--- src/rtl/bitonic_pkg.sv ---
// Shared helpers for the pipelined bitonic sorter: stage count and the
// mapping from a flat stage number to its merge size and compare distance.
package bitonic_pkg;

    localparam int MAX_LOG_N = 6;

    // Number of compare stages in a full bitonic sort of 2**log_n elements.
    function automatic int num_stages(input int log_n);
        return log_n * (log_n + 1) / 2;
    endfunction

    // log2 of the merge (bitonic block) size handled by flat stage s.
    function automatic int stage_merge_log(input int s);
        int p;
        p = MAX_LOG_N;
        for (int k = MAX_LOG_N; k >= 1; k--) begin
            if (s < num_stages(k)) p = k;
        end
        return p;
    endfunction

    // log2 of the partner distance used by flat stage s.
    function automatic int stage_dist_log(input int s);
        int p;
        p = stage_merge_log(s);
        return p - 1 - (s - num_stages(p - 1));
    endfunction

endpackage

--- src/rtl/cmp_swap.sv ---
// Combinational compare-exchange element. Orders two (key, idx) pairs by
// the concatenation {key, idx}; dir=0 puts the smaller pair first.
module cmp_swap #(
    parameter int WIDTH = 8,
    parameter int IDXW  = 3
) (
    input  logic [WIDTH-1:0] a_key,
    input  logic [IDXW-1:0]  a_idx,
    input  logic [WIDTH-1:0] b_key,
    input  logic [IDXW-1:0]  b_idx,
    input  logic             dir,
    output logic [WIDTH-1:0] lo_key,
    output logic [IDXW-1:0]  lo_idx,
    output logic [WIDTH-1:0] hi_key,
    output logic [IDXW-1:0]  hi_idx
);

    logic a_gt_b;
    logic swap;

    // Index tags are unique within a vector, so the two pairs never compare
    // equal and flipping the greater-than result fully reverses the order.
    always_comb begin
        a_gt_b = {a_key, a_idx} > {b_key, b_idx};
        swap   = a_gt_b ^ dir;
        lo_key = swap ? b_key : a_key;
        lo_idx = swap ? b_idx : a_idx;
        hi_key = swap ? a_key : b_key;
        hi_idx = swap ? a_idx : b_idx;
    end

endmodule

--- src/rtl/bitonic_sort_pipe.sv ---
// Fully pipelined bitonic sorter. Register 0 captures the input vector and
// tags each element with its position; each of the S compare stages is then
// followed by its own register, so register S is the output stage.
// The whole pipe freezes while the output is held by the consumer.
module bitonic_sort_pipe
    import bitonic_pkg::*;
#(
    parameter  int WIDTH = 8,
    parameter  int LOG_N = 3,
    localparam int N     = 2 ** LOG_N,
    localparam int IDXW  = LOG_N
) (
    input  logic             clk,
    input  logic             rst,
    input  logic             in_valid,
    output logic             in_ready,
    input  logic             in_desc,
    input  logic [WIDTH-1:0] in_data [0:N-1],
    output logic             out_valid,
    input  logic             out_ready,
    output logic             out_desc,
    output logic [WIDTH-1:0] out_data [0:N-1],
    output logic [IDXW-1:0]  out_idx [0:N-1],
    output logic             busy
);

    localparam int S = num_stages(LOG_N);

    // Register r holds the vector after r compare stages.
    logic [WIDTH-1:0] key_r  [0:S][0:N-1];
    logic [IDXW-1:0]  idx_r  [0:S][0:N-1];
    logic             desc_r [0:S];
    logic             vld_r  [0:S];

    // Comparator outputs of stage s, feeding register s+1.
    logic [WIDTH-1:0] key_c  [0:S-1][0:N-1];
    logic [IDXW-1:0]  idx_c  [0:S-1][0:N-1];

    logic stall;
    logic en;
    logic take;

    // Global pipe enable and input acceptance.
    always_comb begin
        stall    = vld_r[S] & ~out_ready;
        en       = ~stall;
        in_ready = ~stall & ~rst;
        take     = in_valid & in_ready;
    end

    // Input register: capture keys, assign position tags, latch mode.
    always_ff @(posedge clk or posedge rst) begin
        if (rst) begin
            for (int i = 0; i < N; i++) begin
                key_r[0][i] <= '0;
                idx_r[0][i] <= '0;
            end
            desc_r[0] <= 1'b0;
            vld_r[0]  <= 1'b0;
        end else if (en) begin
            for (int i = 0; i < N; i++) begin
                key_r[0][i] <= in_data[i];
                idx_r[0][i] <= IDXW'(i);
            end
            desc_r[0] <= in_desc;
            vld_r[0]  <= take;
        end
    end

    for (genvar s = 0; s < S; s++) begin : g_stage
        localparam int P = stage_merge_log(s);
        localparam int Q = stage_dist_log(s);

        for (genvar i = 0; i < N; i++) begin : g_elem
            localparam int L = i ^ (1 << Q);
            if (L > i) begin : g_cmp
                // Network direction alternates per merge block; in the final
                // merge (P == LOG_N) every block is ascending.
                localparam logic NET_DIR = ((i >> P) % 2) == 1;
                cmp_swap #(
                    .WIDTH (WIDTH),
                    .IDXW  (IDXW)
                ) u_cmp (
                    .a_key  (key_r[s][i]),
                    .a_idx  (idx_r[s][i]),
                    .b_key  (key_r[s][L]),
                    .b_idx  (idx_r[s][L]),
                    .dir    (NET_DIR ^ desc_r[s]),
                    .lo_key (key_c[s][i]),
                    .lo_idx (idx_c[s][i]),
                    .hi_key (key_c[s][L]),
                    .hi_idx (idx_c[s][L])
                );
            end
        end

        // Stage register: advance comparator results, mode and valid bit.
        always_ff @(posedge clk or posedge rst) begin
            if (rst) begin
                for (int i = 0; i < N; i++) begin
                    key_r[s+1][i] <= '0;
                    idx_r[s+1][i] <= '0;
                end
                desc_r[s+1] <= 1'b0;
                vld_r[s+1]  <= 1'b0;
            end else if (en) begin
                for (int i = 0; i < N; i++) begin
                    key_r[s+1][i] <= key_c[s][i];
                    idx_r[s+1][i] <= idx_c[s][i];
                end
                desc_r[s+1] <= desc_r[s];
                vld_r[s+1]  <= vld_r[s];
            end
        end
    end

    // Output stage drives the ports directly; busy covers every register.
    always_comb begin
        out_valid = vld_r[S];
        out_desc  = desc_r[S];
        for (int i = 0; i < N; i++) begin
            out_data[i] = key_r[S][i];
            out_idx[i]  = idx_r[S][i];
        end
        busy = 1'b0;
        for (int s = 0; s <= S; s++) begin
            busy = busy | vld_r[s];
        end
    end

endmodule

--- config.mk ---
export PLATFORM = sky130hd
export DESIGN_NAME = bitonic_sort_pipe
export DESIGN_NICKNAME = d
export VERILOG_FILES = /design/src/rtl/bitonic_pkg.sv /design/src/rtl/cmp_swap.sv /design/src/rtl/bitonic_sort_pipe.sv
export SDC_FILE = /design/constraint.sdc
export NUM_CORES = 2
export LEC_CHECK = 0
export BUFFER_PORTS_ARGS = -buffer_cell sky130_fd_sc_hd__buf_2
export CAP_MARGIN = 20
export CORE_ASPECT_RATIO = 1.5
export CORE_UTILIZATION = 50
export CTS_CLUSTER_DIAMETER = 50
export DETAILED_ROUTE_END_ITERATION = 7
export PLACE_DENSITY_LB_ADDON = 0.12
export SLEW_MARGIN = 20
export SYNTH_ARGS = -nofsm -noshare
export SYNTH_HDL_FRONTEND = slang
export SYNTH_HIERARCHICAL = 1
export SYNTH_SLANG_ARGS = --single-unit
--- constraint.sdc ---
create_clock -name clk -period 43 [get_ports clk]
set_input_delay 4.3 -clock clk [delete_from_list [all_inputs] [get_ports clk]]
set_output_delay 4.3 -clock clk [all_outputs]
set_load 0.1 [all_outputs]
After elaboration in Yosys (flattened, before gate mapping)
Index checks and enable logic that the tools add are counted.
- register bits: 609
- bits of input ports: 69
- output and inout port bits: 92
- logic and storage cells: 280
- order comparisons: 24
- multiplexer cells: 96
- bitwise operators: 39
- operator list (kind ; number):
    two-way mux 8 bit ; 48
    > comparator 11 bit ; 24
    two-way mux 3 bit ; 44
    bitwise XOR 1 bit ; 24
    NOT 1 bit ; 6
    OR 1 bit ; 6
    two-way mux 2 bit ; 2
    bitwise AND 1 bit ; 3
    two-way mux 1 bit ; 2

Longest topological paths before layout
- word-level depth: 6
- gate-level depth with buffers: 10
- mapped depth without buffers: 9

By module
The synthesis kept the hierarchy.
- modules (own cells, without submodules) (module ; times used ; cells each ; area an instance (µm²) ; seq. area each (µm²)):
    bitonic_sort_pipe ; 1 ; 1381 ; 24045.6 ; 15189.6
    cmp_swap (g_stage[0].g_elem[0].g_cmp.u_cmp ...) ; 22 ; 66 ; 601.8 ; 0.0
    cmp_swap (g_stage[5].g_elem[4].g_cmp.u_cmp ...) ; 2 ; 124 ; 1032.2 ; 0.0

Least setup slack after synthesis
No wires, ideal clock.
- path type: input -> output
- start: input port out_ready
- end: output port in_ready
- data arrival time: 6.068 ns
- data required time: 38.700 ns
- path slack: 32.632 ns
- stages: 5
- buffers on the path: 3
- cells stage by stage: nor2b_1 > buf_2 > buf_2 > buf_4 > nor2_1
- longest elaborated chain between the ends: 4
- RTL lines (element ; line ; RTL):
    start: declaration ; bitonic_sort_pipe.sv:20 ; input logic out_ready,
    NOT 1 bit ; bitonic_sort_pipe.sv:45 ; stall = vld_r[S] & ~out_ready;
    bitwise AND 1 bit ; bitonic_sort_pipe.sv:45 ;
    NOT 1 bit ; bitonic_sort_pipe.sv:47 ; in_ready = ~stall & ~rst;
    bitwise AND 1 bit ; bitonic_sort_pipe.sv:47 ;
    end: declaration ; bitonic_sort_pipe.sv:16 ; output logic in_ready,
Every way passes these cells.

Final worst setup path
Same ends and word-level chain as after synthesis.

==> metrics.md <==
| Metric | Value |
|---|---|
| CP top delay family | `buffers and inverters` |
| Unrepaired setup endpoints after global routing | `no` |
| First-pass GRT wire length | `around 150 mm` |
| Synth unique cells | `43` |
| Min-Delay Path Class | `flop to flop` |
| CP Data Required Time | `roughly 39000 ps` |
| Fraction of the yosys area taken by sequential cells | `0.3860` |
| Startpoint Class | `input port` |
| Clk pin slew, worst setup/hold paths | `approximately 60 ps` |
| Fillers | `about 6600` |
| Status | `finished clean` |
| Max Clock Freq | `99.86 MHz` |
| Cts hold-fix bufs | `0` |
| Root buffer cell | `clkbuf_16` |
| Slowest stage cell, crit path | `buf_12` |
| Worst Tran Pin Value | `around 1100 ps` |
| Synth top area share | `0.3860` |
| R2R Path Start | `out_valid` |
| Synthesized cell area | `39350 um^2` |
| Total track usage | `0.2354` |
| EDFF count, synth | `0` |
| Final wirelength | `about 92 mm` |
| Minimum clock period | `between 10000 and 15000 ps` |
| CP Capture Type | `primary output` |
| Worst-Skew Late Latency | `about 620 ps` |
| Final hold violations | `0` |
| 1st-iter DRT viols | `between 1000 and 1500` |
| Die area | `roughly 80000 um^2` |
| Ys async rst share | `1.000` |
| Clock Skew | `~28 ps` |
| Final nets | `between 3000 and 4000` |
| # rows | `about 130` |
| Flops & latches, synth | `around 610` |
| DRT antenna net count | `0` |
| Critical Path Max Stage Delay | `approximately 700 ps` |
| Max transition margin | `0.2850` |
| Via density | `5.627` |
| Synth top area cells | `dfrtp_1 (39%), mux2_2 (24%), mux2_4 (10%)` |
| CP bufs+invs | `3` |
| Most common cell on crit path | `buf_2` |
| CTS tree | `yes` |
| Top_reg_cell synth | `dfrtp_1` |
| Synth area leader | `dfrtp_1` |
| Core box area | `77730 um^2` |
| Syn Inst Count | `between 3000 and 4000` |
| Final Cycle Share | `0.2329` |
| CP cell instances | `buf_2 > nor2b_4 > buf_12 > nor2_1 > buf_2` |
| WL/cell | `roughly 22 um` |
| Setup repair bufs after CTS | `0` |
| Resized cells post-CTS | `0` |
| Share of layout cells above drive strength 1 | `0.4549` |
| CTS Buf Count | `68` |
| Syn_area_per_cell | `between 10 and 15 um^2` |
| Arr. time, crit path | `around 5700 ps` |
| Initial antenna violation count | `0` |
| Detailed Routing Iterations Pass 1 | `5` |
| Post-synth top cells | `mux2_2 (843), dfrtp_1 (607), inv_1 (270)` |
| Vias | `23680` |
| Chip Height | `between 300 and 400 um` |
| Fin Setup TNS | `0 ps` |
| CP Max Fanout | `approximately 160` |
| Overflow after GRT | `0` |
| Vias in the first global route | `around 25000` |
| Routability cong. | `between 0.9 and 1` |
| Initial Utilization | `0.5062` |
| Longest Clk Path Bufs | `3` |
| ANT cells | `0` |
| PortBufs | `160` |
| Count leader, synth | `mux2_2` |
| Drt drc | `0` |
| Largest net degree at the start of global routing | `between 150 and 200` |
| Max_cap viols | `0` |
| Synthesis warning total | `6` |
| Layout area overhead | `6.693%` |
| DP Wirelength | `70.38 mm` |
| WS Path Type | `input port to primary output` |
| Chip width | `231.1 um` |
| CTS H-tree depth | `3` |
| Worst Setup SP | `out_ready` |
| Sink Count | `a little over 600` |
| Max Slew Vio Count | `0` |
| Worst hold start | `out_data[31]` |
| IO Pins | `about 160` |
| Setup violations, final | `0` |
==> stage by stage <==
step                cell area, um^2    util  setup slack, ps  cells  hold slack, ps
floorplan                     39480       -            21710   3116           458.4
global placement              39810  0.5121            32960   4091           470.2
detailed placement            39810  0.5121            32980   4091           479.2
CTS                           41980  0.5401            32980   4208           501.5
global route                  41980  0.5401            32850   4208           510.1
finish                        41980  0.5401            32990   4208           499.0
==> cells by family (layout without fill, tap and decap cells) <==
logic type	count (synthesis)	in the layout	share of synthesized area
fa+ha+maj	264	264	0.08394
mux	1155	1155	0.3544
other cells	1	36	0.00009530
flops	607	607	0.3860
simple gates	184	184	0.02362
compound gates	378	378	0.07669
buf+inv	492	568	0.07520
==> layout make-up <==
cell class                      instances  area (um^2)  area share
Clock inverter                         25        237.7    0.005662
Multi-Input combinational cell       2017        21340      0.5083
Tap cell                             1016         1271     0.03028
Inverter                              270         1021     0.02432
Timing Repair Buffer                  181        987.2     0.02351
Sequential cell                       607        15190      0.3618
Clock buffer                           92         1936     0.04610
==> per-layer routing <==
| metal | share of wire | vias up | GRT usage |
|---|---|---|---|
| met5 | 0 | - | 0 |
| li1 | - | 11300 | - |
| met2 | 0.53 | 319 | 0.4353 |
| met1 | 0.39 | 11920 | 0.2638 |
| met4 | 0.052 | 0 | 0.1233 |
| met3 | 0.021 | 140 | 0.02259 |
==> placed cells by master, fill, tap and decap left out, drive strengths merged <==
cell type  count
o211ai         4
a221oi        22
buf          181
o2bb2ai        4
o21ai         70
nand4         46
a21oi        100
bufinv         3
a211oi        22
a221o         44
nor2b          2
o2111a        22
clkbuf        92
conb          36
ha           264
nand2b         1
or2            1
nand2         53
clkinv        14
inv          273
mux2i         46
a21o          22
o21a           2
mux2        1109
nand3         46
dfrtp        607
nor2          27
or4            2
nand3b         2
nor3           3
nor4           1
o31a          22
o22ai         44
clkinvlp       5
==> flip-flops by register name, indices dropped and copies added (netlist names) <==
register,flops
vld_r,6
out_valid,1
out_data,64
key_r,384
out_desc,1
out_idx,24
desc_r,6
idx_r,121
==> worst paths after layout <==
check | to | slack [ps] | cells past startpoint
setup / recovery | in_ready | 32990 | 5
hold / removal | out_data[31] | 500 | 1
setup reg to reg | key_r[337] | 38320 | 6
hold reg to reg | out_data[31] | 500 | 1
max in group asynchronous | key_r[109] | 36290 | 5
min in group asynchronous | vld_r[6] | 3840 | 2
Power is not shown: default switching activity piles up to over one toggle a cycle in this logic, so the estimate is an artifact.
